**src/rtl/rf_wb_ctrl.sv**
```systemverilog
// rf_wb_ctrl: write-port owner for the 2R1W integer register file.
// After reset it zeroes x1..x(RF_WORDS-1), one register per cycle, then
// arbitrates ALU and LSU writebacks onto the single write port (LSU first).
// A write to x0 is never presented on the port.
//
// Ports:
//   clk, rst_n           clock; asynchronous active-low reset
//   i_alu_valid/addr/data ALU writeback request; o_alu_ready accepts it
//   i_lsu_valid/addr/data LSU writeback request; o_lsu_ready accepts it
//   o_wen/o_waddr/o_wdata registered register-file write port
//   o_init_done           registered, high once the zeroing sweep is complete
//
// Optional build macro RF_WB_BYPASS_EN adds same-cycle write forwarding:
//   i_raddr_a/i_raddr_b   decode-stage read addresses
//   o_byp_a_hit/b_hit     the write on the port targets that read address
//   o_byp_data            data to forward in place of register-file data
module rf_wb_ctrl #(
   parameter int DLEN = 32,
   parameter int ALEN = 5
) (
   input  logic            clk,
   input  logic            rst_n,
   input  logic            i_alu_valid,
   input  logic [ALEN-1:0] i_alu_addr,
   input  logic [DLEN-1:0] i_alu_data,
   output logic            o_alu_ready,
   input  logic            i_lsu_valid,
   input  logic [ALEN-1:0] i_lsu_addr,
   input  logic [DLEN-1:0] i_lsu_data,
   output logic            o_lsu_ready,
   output logic            o_wen,
   output logic [ALEN-1:0] o_waddr,
   output logic [DLEN-1:0] o_wdata,
   output logic            o_init_done
`ifdef RF_WB_BYPASS_EN
   ,
   input  logic [ALEN-1:0] i_raddr_a,
   input  logic [ALEN-1:0] i_raddr_b,
   output logic            o_byp_a_hit,
   output logic            o_byp_b_hit,
   output logic [DLEN-1:0] o_byp_data
`endif
);
   localparam int RF_WORDS = 1 << ALEN;
   localparam logic [ALEN-1:0] LAST = ALEN'(RF_WORDS - 1);

   typedef enum logic {INIT, RUN} state_t;

   state_t          state_q, state_d;
   logic [ALEN-1:0] cnt_q, cnt_d;
   logic            wen_q, wen_d;
   logic [ALEN-1:0] waddr_q, waddr_d;
   logic [DLEN-1:0] wdata_q, wdata_d;
   logic            done_q, done_d;
   logic            run, lsu_acc, alu_acc;
   logic [ALEN-1:0] acc_addr;
   logic [DLEN-1:0] acc_data;

   assign run         = state_q == RUN;
   assign o_lsu_ready = run;
   assign o_alu_ready = run & ~i_lsu_valid;
   assign lsu_acc     = i_lsu_valid & o_lsu_ready;
   assign alu_acc     = i_alu_valid & o_alu_ready;
   assign acc_addr    = lsu_acc ? i_lsu_addr : i_alu_addr;
   assign acc_data    = lsu_acc ? i_lsu_data : i_alu_data;

   // Port address/data only move on a real write, so an x0 accept or an idle
   // cycle leaves them at their last values with the enable low.
   always_comb begin
      state_d = state_q;
      cnt_d   = cnt_q;
      wen_d   = 1'b0;
      waddr_d = waddr_q;
      wdata_d = wdata_q;
      done_d  = done_q;
      if (state_q == INIT) begin
         wen_d   = 1'b1;
         waddr_d = cnt_q;
         wdata_d = '0;
         cnt_d   = cnt_q + ALEN'(1);
         if (cnt_q == LAST) begin
            state_d = RUN;
            done_d  = 1'b1;
         end
      end else if ((lsu_acc | alu_acc) && acc_addr != '0) begin
         wen_d   = 1'b1;
         waddr_d = acc_addr;
         wdata_d = acc_data;
      end
   end

   always_ff @(posedge clk or negedge rst_n) begin
      if (!rst_n) begin
         state_q <= INIT;
         cnt_q   <= ALEN'(1);
         wen_q   <= 1'b0;
         waddr_q <= '0;
         wdata_q <= '0;
         done_q  <= 1'b0;
      end else begin
         state_q <= state_d;
         cnt_q   <= cnt_d;
         wen_q   <= wen_d;
         waddr_q <= waddr_d;
         wdata_q <= wdata_d;
         done_q  <= done_d;
      end
   end

   assign o_wen       = wen_q;
   assign o_waddr     = waddr_q;
   assign o_wdata     = wdata_q;
   assign o_init_done = done_q;

`ifdef RF_WB_BYPASS_EN
   // x0 reads are hardwired zero in the register file, so never forward to them.
   assign o_byp_a_hit = wen_q & (waddr_q == i_raddr_a) & (i_raddr_a != '0);
   assign o_byp_b_hit = wen_q & (waddr_q == i_raddr_b) & (i_raddr_b != '0);
   assign o_byp_data  = wdata_q;
`endif
endmodule

```
**config.mk**
```make
export PLATFORM = sky130hd
export DESIGN_NAME = rf_wb_ctrl
export DESIGN_NICKNAME = d
export VERILOG_FILES = /design/src/rtl/rf_wb_ctrl.sv
export SDC_FILE = /design/constraint.sdc
export NUM_CORES = 1
export LEC_CHECK = 0
export BUFFER_PORTS_ARGS = -buffer_cell sky130_fd_sc_hd__buf_2
export CAP_MARGIN = 40
export CORE_MARGIN = 2
export CORE_UTILIZATION = 48
export CTS_CLUSTER_SIZE = 28
export DETAILED_ROUTE_END_ITERATION = 10
export PLACE_DENSITY_LB_ADDON = 0.08
export SETUP_SLACK_MARGIN = 0.15
export SYNTH_ARGS = -nofsm -noshare
export SYNTH_HDL_FRONTEND = slang
export SYNTH_SLANG_ARGS = --single-unit
```
**constraint.sdc**
```tcl
create_clock -name clk -period 3.7 [get_ports clk]
set_clock_uncertainty 0.1 [all_clocks]
set_input_delay 0.37 -clock clk [delete_from_list [all_inputs] [get_ports clk]]
set_output_delay 0.37 -clock clk [all_outputs]
set_load 0.01 [all_outputs]
```
==> impl_metrics.ini <==
[run_status]
status = completed

[yosys]
synth_most_common_cell = dfrtp_1
synth_xor_xnor_area_share_pct = 1.20
async_flop_share_pct = 100
yosys.area.top_type = dfrtp_1
synth_nets = 288
syn_inst = 208
yosys_warnings = 0
synth-seq-cells = 45
synth_top_family_by_area = compound AO/OA/AOI/OAI gates
synth_simple_gate_area_share_pct = 14.1
ys_top_cells_by_count = 44 x dfrtp_1, 36 x o2bb2ai_1, 32 x and3_1, 31 x a21oi_1, 11 x clkbuf_1
syn_avg_cell_area_um2 = 10.5
synthMuxAreaShare_pct = 1.03
synth_compound_area_share_pct = 25.4
synth_top_area_share_pct = 50.2
synth_edf_count = 0
synth.area.top_cells = dfrtp_1 50%, o2bb2ai_1 14%, and3_1 9.1%
synthAdderAreaFrac_pct = 1.14
ys_types = 28
synth_top_flop_cell = dfrtp_1
syn_area_um2 = 2190
ys_seq_area_share_pct = 51.4

[die]
io_pins = 119
fp-row-count = 24
initial_utilization_pct = 50.0
die_area_um2 = 5130
die_w_um = 71.6
core_um2 = 4380
die_h_um = 71.6

[route]
first_pass_iters = 4
drt_iter0_drc = 186
wire_per_inst_um = 14.9
final_antenna_net_count = 0
via_per_inst = 5.53
num_vias = 2057
wl_um = 5530
drc_errors = 0

[clock_network]
clk_pin_slew_ps = 80
cts_buffer_depth = 2
cts.sinks = 45
clkLatencyLatePin_ps = 290
cts.htree.levels = 2
cts_tree = yes
root_buffer = clkbuf_8
cts_inserted_buffers = 5

[global_route]
grt_pass1_wl_um = 9380
gr-total-overflow = 0
grt_usage_pct = 23.2
grt_antenna_before_repair = 0
grt_pass1_vias = 2030
grt_max_degree = 45

[setup_path]
crit_arrival_ps = 2400
crit_chain = and4bb_1 > o22ai_1 > nand2_1 > buf_4 > o2bb2ai_1
slowest_stage = dfrtp_1
crit_fanout = 18
worst_setup_path_end_kind = flop
critPathKind = reg2reg
critical_path_required_ps = 3820
critical_path.startpoint_type = flop
critPathMaxStageDelay_ps = 560

[placement]
port-buffer-count = 118
gp_congestion = 0.845
place_ws_ps = 1130
place_area_um2 = 2800
dp_hpwl_um = 4040
placed_cells = 363

[timing]
fin_tns_setup_ps = 0
worst_slack_ps = 1420
max_freq_ghz = 0.439
setup_viol = 0
relSlewSlack_pct = 43.4
finalCriticalPeriod_ps = 2280
final.period_utilization_pct = 61.5
hold_violations = 0
tightest_slew_ps = 848
rsz0062_at_grt = false
maxSlewViolCount = 0

[cells_and_area]
regArea_um2 = 1130
final_cells = 372
n_antenna_cell = 0
n_fill_cell = 389
multi_input_area_um2 = 948
areaGrowthSynthToFinish_pct = 32.0
final_layout_size_suffix_gt1_share_pct = 41.9
fin_area_um2 = 2900
nNetsFinal = 399

[pwr]
ir_worst_vdd_v = 0.000275
power_density_nw_per_um2 = 365
leakagePower_uw = 0.00151

[min_path]
holdCritPathClass = in2reg

[flow_run]
cap_violations = 0
-- sequential cells by signal, summed over array words and instances (netlist names) --
name	count
cnt_q	5
o_wen	1
o_lsu_ready	1
o_waddr	5
o_wdata	32
o_init_done	1
-- layer usage --
metal,global-route usage (%),wire length (um),vias up
met1,31.1,2450,964
met3,6.19,481,9
li1,-,-,995
met4,6.29,78,0
met5,0,0,-
met2,37.4,2530,89
-- through the flow --
| stage | power (uW) | hold slack (ps) | utilization, % |
|---|---|---|---|
| 2_1_floorplan | 668 | -25.6 | - |
| 3_3_place_gp | 778 | 339 | 63.3 |
| 3_5_place_dp | 783 | 297 | 64.0 |
| 4_1_cts | 1070 | 238 | 66.0 |
| 5_1_grt | 1120 | 243 | 66.0 |
| 6_report | 1060 | 243 | 66.0 |
-- final timing paths --
kind	depth (start not counted)	endpoint	slack, ps	startpoint
worst max-delay path	5	o_wdata[17]$_DFFE_PN0P_	1420	o_lsu_ready$_DFF_PN0_
min in group asynchronous	2	o_wdata[1]$_DFFE_PN0P_	490	rst_n
worst min-delay path	3	o_wdata[6]$_DFFE_PN0P_	240	i_lsu_data[6]
worst min register to register	1	o_init_done$_DFFE_PN0P_	360	o_init_done$_DFFE_PN0P_
max in group asynchronous	3	o_wen$_DFF_PN0_	2510	rst_n
worst max register to register	5	o_wdata[17]$_DFFE_PN0P_	1420	o_lsu_ready$_DFF_PN0_
-- worst max-delay path, delay by kind of cell (launching register included) --
kind | cells | cell delay, ps
flops | 1 | 560
simple gates | 2 | 690
buf+inv | 1 | 350
compound gates | 2 | 490
-- kinds of logic (layout without fill, tap and decap cells) --
group	Yosys count	count (layout)
xor gates and xnor gates	3	3
and+or+nand+nor	52	52
AOI/OAI and AO/OA	78	78
buffers and inverters	26	138
DFF	45	45
muxes	2	2
adders and majority gates	2	2
-- cell usage in the layout, fill, tap and decap left out, types with 2 or more instances in the layout --
cell type / instances
a21oi_1: 31
a221oi_1: 5
and3_1: 32
buf_2: 118
buf_4: 2
clkbuf_1: 2
clkbuf_8: 5
dfrtp_1: 44
ha_1: 2
inv_1: 8
mux2_2: 2
nand2_1: 3
nor2_1: 9
o2bb2ai_1: 36
or2_2: 2
xnor2_1: 3
-- layout make-up --
cell class | instances | area share (%)
inverters | 8 | 1.04
clock inverters | 1 | 0.173
clock buffers | 7 | 2.64
repair buffers | 122 | 22.2
multi-input cells | 137 | 32.8
well taps | 52 | 2.25
flip-flops and latches | 45 | 38.9
-- repair_timing --
item,CTS,global route
hold buffers,1,0
resized for setup,0,0
endpoints found under the setup margin,0,0
setup buffers,0,0
hold endpoints to repair,21,0
-- report_power, final --
| group | internal [uW] | switching, uW | leakage (uW) |
|---|---|---|---|
| registers | 535 | 23.5 | 0.000539 |
| clock network | 132 | 152 | 0.0000422 |
| logic | 101 | 113 | 0.000930 |
| total | 768 | 289 | 0.00151 |
No activity file was read; power rests on OpenSTA's default activity.
